## src/rtl/sel_stepper_if.sv

```systemverilog
// Bundles the step request inputs and the select/pulse outputs of sel_stepper.
interface sel_stepper_if #(
    parameter int unsigned SEL_W = 3
);
    logic             a_in;
    logic             dir;
    logic             hold;
    logic             clr;
    logic [SEL_W-1:0] sel;
    logic             step_pulse;
    logic             wrap;

    modport master (
        output a_in, dir, hold, clr,
        input  sel, step_pulse, wrap
    );

    modport slave (
        input  a_in, dir, hold, clr,
        output sel, step_pulse, wrap
    );
endinterface

```

## src/rtl/sel_stepper.sv

```systemverilog
// Wrapping up/down select counter stepped by rising edges of an asynchronous request level.
// Define SEL_STEPPER_DEBOUNCE_EN to insert a DB_CYCLES-cycle debouncer after the synchroniser.
module sel_stepper #(
    parameter int unsigned SEL_W     = 3,
    parameter int unsigned SEL_MAX   = 7,
    parameter int unsigned DB_CYCLES = 4
) (
    input logic          clk,
    input logic          rst_n,
    sel_stepper_if.slave bus
);
    localparam logic [SEL_W-1:0] MaxVal = SEL_MAX[SEL_W-1:0];

    logic             s1_q, s2_q;
    logic             lvl;
    logic             lvl_dly_q;
    logic             step_evt;
    logic [SEL_W-1:0] sel_q, sel_d;
    logic             step_pulse_q, step_pulse_d;
    logic             wrap_q, wrap_d;

    always_ff @(posedge clk or negedge rst_n) begin
        if (!rst_n) begin
            s1_q      <= 1'b0;
            s2_q      <= 1'b0;
            lvl_dly_q <= 1'b0;
        end else begin
            s1_q      <= bus.a_in;
            s2_q      <= s1_q;
            lvl_dly_q <= lvl;
        end
    end

`ifdef SEL_STEPPER_DEBOUNCE_EN
    localparam logic [7:0] DbLast = 8'(DB_CYCLES - 1);

    logic       a_stable_q, a_stable_d;
    logic [7:0] db_cnt_q, db_cnt_d;

    // Any cycle where s2 agrees with the stable level restarts the count.
    always_comb begin
        a_stable_d = a_stable_q;
        db_cnt_d   = 8'd0;
        if (s2_q != a_stable_q) begin
            if (db_cnt_q == DbLast) begin
                a_stable_d = s2_q;
            end else begin
                db_cnt_d = db_cnt_q + 8'd1;
            end
        end
    end

    always_ff @(posedge clk or negedge rst_n) begin
        if (!rst_n) begin
            a_stable_q <= 1'b0;
            db_cnt_q   <= 8'd0;
        end else begin
            a_stable_q <= a_stable_d;
            db_cnt_q   <= db_cnt_d;
        end
    end

    assign lvl = a_stable_q;
`else
    // DB_CYCLES has no effect without the debouncer.
    logic unused_db_cycles;
    assign unused_db_cycles = ^DB_CYCLES;
    assign lvl = s2_q;
`endif

    assign step_evt = lvl & ~lvl_dly_q;

    always_comb begin
        sel_d        = sel_q;
        step_pulse_d = 1'b0;
        wrap_d       = 1'b0;
        if (bus.clr) begin
            sel_d = '0;
        end else if (step_evt && !bus.hold) begin
            step_pulse_d = 1'b1;
            if (!bus.dir) begin
                if (sel_q == MaxVal) begin
                    sel_d  = '0;
                    wrap_d = 1'b1;
                end else begin
                    sel_d = sel_q + SEL_W'(1);
                end
            end else begin
                if (sel_q == '0) begin
                    sel_d  = MaxVal;
                    wrap_d = 1'b1;
                end else begin
                    sel_d = sel_q - SEL_W'(1);
                end
            end
        end
    end

    always_ff @(posedge clk or negedge rst_n) begin
        if (!rst_n) begin
            sel_q        <= '0;
            step_pulse_q <= 1'b0;
            wrap_q       <= 1'b0;
        end else begin
            sel_q        <= sel_d;
            step_pulse_q <= step_pulse_d;
            wrap_q       <= wrap_d;
        end
    end

    assign bus.sel        = sel_q;
    assign bus.step_pulse = step_pulse_q;
    assign bus.wrap       = wrap_q;
endmodule

```

## src/flat_wrapper.sv

```systemverilog
// flat-port wrapper written by rule: the top's interface ports become plain ports
module sel_stepper_flat 
#(
    parameter int unsigned SEL_W     = 3,
    parameter int unsigned SEL_MAX   = 7,
    parameter int unsigned DB_CYCLES = 4
)
  (clk, rst_n, bus_a_in, bus_dir, bus_hold, bus_clr, bus_sel, bus_step_pulse, bus_wrap);
  sel_stepper_if #(.SEL_W(SEL_W)) bus_i ();
  input logic clk;
  input logic rst_n;
  input wire logic [$bits(bus_i.a_in)-1:0] bus_a_in;
  input wire logic [$bits(bus_i.dir)-1:0] bus_dir;
  input wire logic [$bits(bus_i.hold)-1:0] bus_hold;
  input wire logic [$bits(bus_i.clr)-1:0] bus_clr;
  output wire logic [$bits(bus_i.sel)-1:0] bus_sel;
  output wire logic [$bits(bus_i.step_pulse)-1:0] bus_step_pulse;
  output wire logic [$bits(bus_i.wrap)-1:0] bus_wrap;
  assign bus_i.a_in = bus_a_in;
  assign bus_i.dir = bus_dir;
  assign bus_i.hold = bus_hold;
  assign bus_i.clr = bus_clr;
  assign bus_sel = bus_i.sel;
  assign bus_step_pulse = bus_i.step_pulse;
  assign bus_wrap = bus_i.wrap;
  sel_stepper #(.SEL_W(SEL_W), .SEL_MAX(SEL_MAX), .DB_CYCLES(DB_CYCLES)) u_core (.clk(clk), .rst_n(rst_n), .bus(bus_i));
endmodule
```

## config.mk

```make
export PLATFORM = sky130hd
export DESIGN_NAME = sel_stepper_flat
export DESIGN_NICKNAME = d
export VERILOG_FILES = /design/src/rtl/sel_stepper_if.sv /design/src/rtl/sel_stepper.sv /design/src/flat_wrapper.sv
export SDC_FILE = /design/constraint.sdc
export NUM_CORES = 1
export LEC_CHECK = 0
export CAP_MARGIN = 20
export CELL_PAD_IN_SITES_DETAIL_PLACEMENT = 1
export CELL_PAD_IN_SITES_GLOBAL_PLACEMENT = 1
export CORE_AREA = 2 2 39 41
export CTS_BUF_LIST = sky130_fd_sc_hd__clkbuf_4
export DETAILED_ROUTE_END_ITERATION = 8
export DIE_AREA = 0 0 41 43
export PLACE_DENSITY_LB_ADDON = 0.1
export SKIP_LAST_GASP = 1
export SLEW_MARGIN = 20
export SYNTH_ARGS = -nofsm -noshare
export SYNTH_HDL_FRONTEND = slang
export SYNTH_SLANG_ARGS = --single-unit
```

## constraint.sdc

```tcl
create_clock -name clk -period 2.79 [get_ports clk]
set_input_delay 0.4185 -clock clk [delete_from_list [all_inputs] [get_ports clk]]
set_output_delay 0.4185 -clock clk [all_outputs]
set_load 0.02 [all_outputs]
```

# After elaboration in Yosys (flattened, before gate mapping)
# Index checks and enable logic that the tools add are counted.
# totals
output_inout_bits,5
input_bits,6
elab_cells,27
regBits,8
# classes
n_bitwise,2
reduce_logical,4
add_sub_neg,2
n_mux,12
eq_ne,1
# ops
op,count
$mux 3,5
$mux 1,7
$add 3x1->3 const B,1
$eq 3x3->1 const B,1
$logic_not 3->1,1
$sub 3x1->3 const B,1
$reduce_bool 2->1,1
$and 1x1->1,1
$logic_and 1x1->1,1
$logic_not 1->1,1
$not 1->1,1

# Logic depth before layout (Yosys ltp)
# logic_depth
depth_word,5
mapped_depth,5

# Worst setup path before layout
# No wires, ideal clock.
# synth_path
path_kind,register -> register
startpoint,register u_core.sel_q[0] (netlist: u_core.bus.sel[0])
endpoint,register u_core.sel_q[2] (netlist: u_core.bus.sel[2])
setup_time_ns,0.128
setup_slack_ns,1.207
required_time_ns,2.662
synth_period_minus_slack_ns,1.583
path_stages_with_launch,6
t_arrival_ns,1.455
path_cell_list,dfrtp_1 inv_1 ha_1 or3_1 a311oi_1 nor3_1
# synth_via
elab_chain_cells,5
elab_cells_between_ends,9
classes_between,add/sub: 2; eq/ne: 1; mux: 5; reduce/logical: 1
# synth_lines
item,line_no,source
"start, declared",sel_stepper.sv:18,"logic [SEL_W-1:0] sel_q, sel_d;"
"start signal, assigned",sel_stepper.sv:105,sel_q <= sel_d;
$add 3x1->3 (tied with other cells),sel_stepper.sv:86,sel_d = sel_q + SEL_W'(1);
"$mux 3, on equally long branches","sel_stepper.sv:82, sel_stepper.sv:89",
$mux 3 *,sel_stepper.sv:81,if (!bus.dir) begin
$mux 3 *,sel_stepper.sv:79,end else if (step_evt && !bus.hold) begin
$mux 3 *,sel_stepper.sv:77,if (bus.clr) begin
# Every way passes the cells marked *; elsewhere a longest branch is shown, timed or not. The select of a mux whose other input is x is not followed.
# A chain may end at the register's enable or synchronous reset.

# Worst setup path after layout
# layout_path
startpoint,register u_core.sel_q[0] (netlist: u_core.bus.sel[0])
endpoint,output bus_sel[0]
# layout_rtl
item,line_no,source
"end, declared",flat_wrapper.sv:16,output wire logic [$bits(bus_i.sel)-1:0] bus_sel;
# No word-level cell between the ends.

==> impl_metrics.tcl <==
set metrics [dict create \
    status "completed" \
    critPathCaptureType "output port" \
    cts.clk_slew.worst_paths_ns 0.06 \
    vias 321 \
    ys_seq_area_share_pct 48.2 \
    rows 14 \
    pin_count 11 \
    mostFrequentLayoutCell "clkdlybuf4s50_1" \
    clock_sinks 8 \
    worst_r2r_path_depth 5 \
    cts_resized 0 \
    max_freq_ghz 0.563 \
    r2r_end "u_core.bus.sel[2]" \
    clockPowerShare_pct 34.7 \
    p_int_w 0.000190 \
    setup_viol 0 \
    clock_path_buffers 2 \
    hpwl_um 657 \
    grt_pass1_vias 355 \
    cts_buffers 3 \
    whs_ns 0.345 \
    placed_cell_area_um2 531 \
    cp_num_cells 1 \
    synthToLayoutAreaGrowth_pct 33.1 \
    fin_crit_sh_pct 63.7 \
    skew_ns 0.00532 \
    gp_congestion 0.753 \
    drc_errors 0 \
    worstPathCellList "clkdlybuf4s50_1" \
    drive_gt1_share_pct 10.2 \
    ant_nets 0 \
    endpoint "bus_sel[0]" \
    final_cells 65 \
    drv_cap 0 \
    clock-root-buffer "clkbuf_4" \
    core_area_um2 1380 \
    ys_ff_latch 8 \
    diodes 0 \
    comb_power_share_pct 15.7 \
    ff2ff_setup_slack_ns 1.21 \
    drt-pass1-iter-count 2 \
    synth_top_family_by_area "simple AND/OR/NAND/NOR gates" \
    final_cell_mix "10 x clkdlybuf4s50_1, 8 x dfrtp_1, 5 x ha_1" \
    start_util_pct 30.0 \
    required_ns 2.37 \
    layout.nets 62 \
    startpoint "u_core.bus.sel[0]" \
    syn_nets 48 \
    finalWirelength_um 845 \
    cts_setup_buffers 0 \
    period_minus_slack_ns 1.78 \
    synth_xor_area_share_pct 0 \
    p_per_area_nw_per_um2 458 \
    p_leak_nw 0.244 \
    hold_buffers 0 \
    p_seq_share_pct 49.6 \
    hp-class "register to register" \
    h-tree-depth 1 \
    grt_start_max_net_pins 9 \
    critPathSlowestCell "clkdlybuf4s50_1" \
    critical-path-top-delay-family "buffers and inverters" \
    overflow 0 \
    start_kind "register" \
    p_sw_share_pct 25.1 \
    placed_cells 62 \
    arrival_ns 1.36 \
    die-area_um2 1760 \
    path_buf_inv 1 \
    vdd_drop_max_v 0.000230 \
    synth.distinct_cells 18 \
    synth-simple-area-share_pct 17.5 \
    synth_cells 37 \
    wl_per_cell_um 13.0 \
    cts_tree "built" \
    tightest_slew_ns 0.362 \
    critPathKind "register to output port" \
    synth_area_um2 415 \
    synth.avg_cell_area_um2 11.2 \
    critPathMaxStageDelay_ns 0.64 \
    place_ws_ns 0.999 \
    clock_latency_ns 0.25 \
    grt_usage_pct 13.1 \
    relSlewSlack_pct 75.8 \
    slew_viol_final 0 \
    hold_violations 0 \
    viasPerCell 4.94 \
    die_w_um 41 \
    grt_antenna_before_repair 0 \
    worstPathMaxFanout 6 \
    io_buffers 10 \
    synthMuxAreaShare_pct 2.41 \
    die_h_um 43 \
    drt_iter0_markers 1 \
    synth_compound_area_share_pct 13.0 \
    fillerInstances 157 \
    yosysWarnings 0 \
    worst_slack_ns 1.01 \
    reg2reg_from "u_core.bus.sel[0]" \
    synthAdderAreaFrac_pct 15.1 \
    fin_tns_setup_ns 0 \
    rsz0062_at_grt "false" \
    p_sw_w 0.0000635 \
    design_area_um2 553 \
    grt_pass1_wl_mm 1.53 \
]
-- worst register-to-register path, stage by stage (launching register included) --
cell	delay [ns]
dfrtp_1	0.46
inv_1	0.10
ha_1	0.21
or3_1	0.35
a311oi_1	0.27
nor3_1	0.08
-- registers in the layout (all words and copies together), names as in the netlist --
name and cells:
u_core.bus.step_pulse 1, u_core.bus.sel 3, u_core.lvl_dly_q 1, u_core.s1_q 1
u_core.lvl 1, u_core.bus.wrap 1
-- worst min-delay path by stage --
stage / start / endpoint / slack (ns) / cells past startpoint
2_1_floorplan: rst_n / u_core.bus.sel[0] / 0.12 / 0
6_report: u_core.s1_q / u_core.lvl / 0.35 / 0
3_5_place_dp: u_core.s1_q / u_core.lvl / 0.34 / 0
5_1_grt: u_core.s1_q / u_core.lvl / 0.37 / 0
3_3_place_gp: u_core.s1_q / u_core.lvl / 0.33 / 0
4_1_cts: u_core.s1_q / u_core.lvl / 0.35 / 0
-- per-layer routing --
metal	track usage (%)	vias to the layer above	share of wire, %
li1	-	154	-
met1	17.3	157	49
met2	18.4	10	44
met3	7.85	0	6.7
met4	2.00	0	0
met5	0	-	0
-- kinds of logic after synthesis --
family | Yosys count
multiplexers | 1
buffers and inverters | 4
AO/OA/AOI/OAI | 6
AND/OR/NAND/NOR | 13
flip-flops | 8
adder cells (fa/ha/maj) | 5
-- stage by stage --
step           total power (W)  utilization, %
6_report              0.000253            40.0
3_3_place_gp          0.000167            38.3
5_1_grt               0.000272            40.0
2_1_floorplan         0.000146               -
3_5_place_dp          0.000168            38.3
4_1_cts               0.000261            40.0
-- power by group through the flow --
stage,sequential [W],clock [W],combinational [W]
after floorplan,0.000130,0,0.0000162
after global placement,0.000128,0,0.0000399
after detailed placement,0.000128,0,0.0000403
after CTS,0.000126,0.0000943,0.0000405
after global routing,0.000126,0.000101,0.0000447
final,0.000126,0.0000879,0.0000398
-- Yosys cell counts, drive strengths merged --
cell type  count  area, um^2
or3            1        6.26
a2111oi        1        15.0
nor2b          1        6.26
dfrtp          8         200
o21ai          1        5.00
nor3           2        10.0
nor3b          2        15.0
ha             5        62.6
nor2           4        15.0
buf            1        5.00
and2b          1        7.51
a21oi          2        10.0
a221oi         1        15.0
a311oi         1        8.76
mux2i          1        10.0
nand2          1        3.75
or3b           1        8.76
inv            3        11.3
-- cell type report --
class	count	area, um^2	area share [%]
inverter	3	11.3	2.04
clock buffer	3	22.5	4.07
tap	16	20.0	3.62
multi-input combinational	25	199	36.0
timing repair buffer	10	100	18.1
sequential	8	200	36.2
No activity file was read; power rests on OpenSTA's default activity.
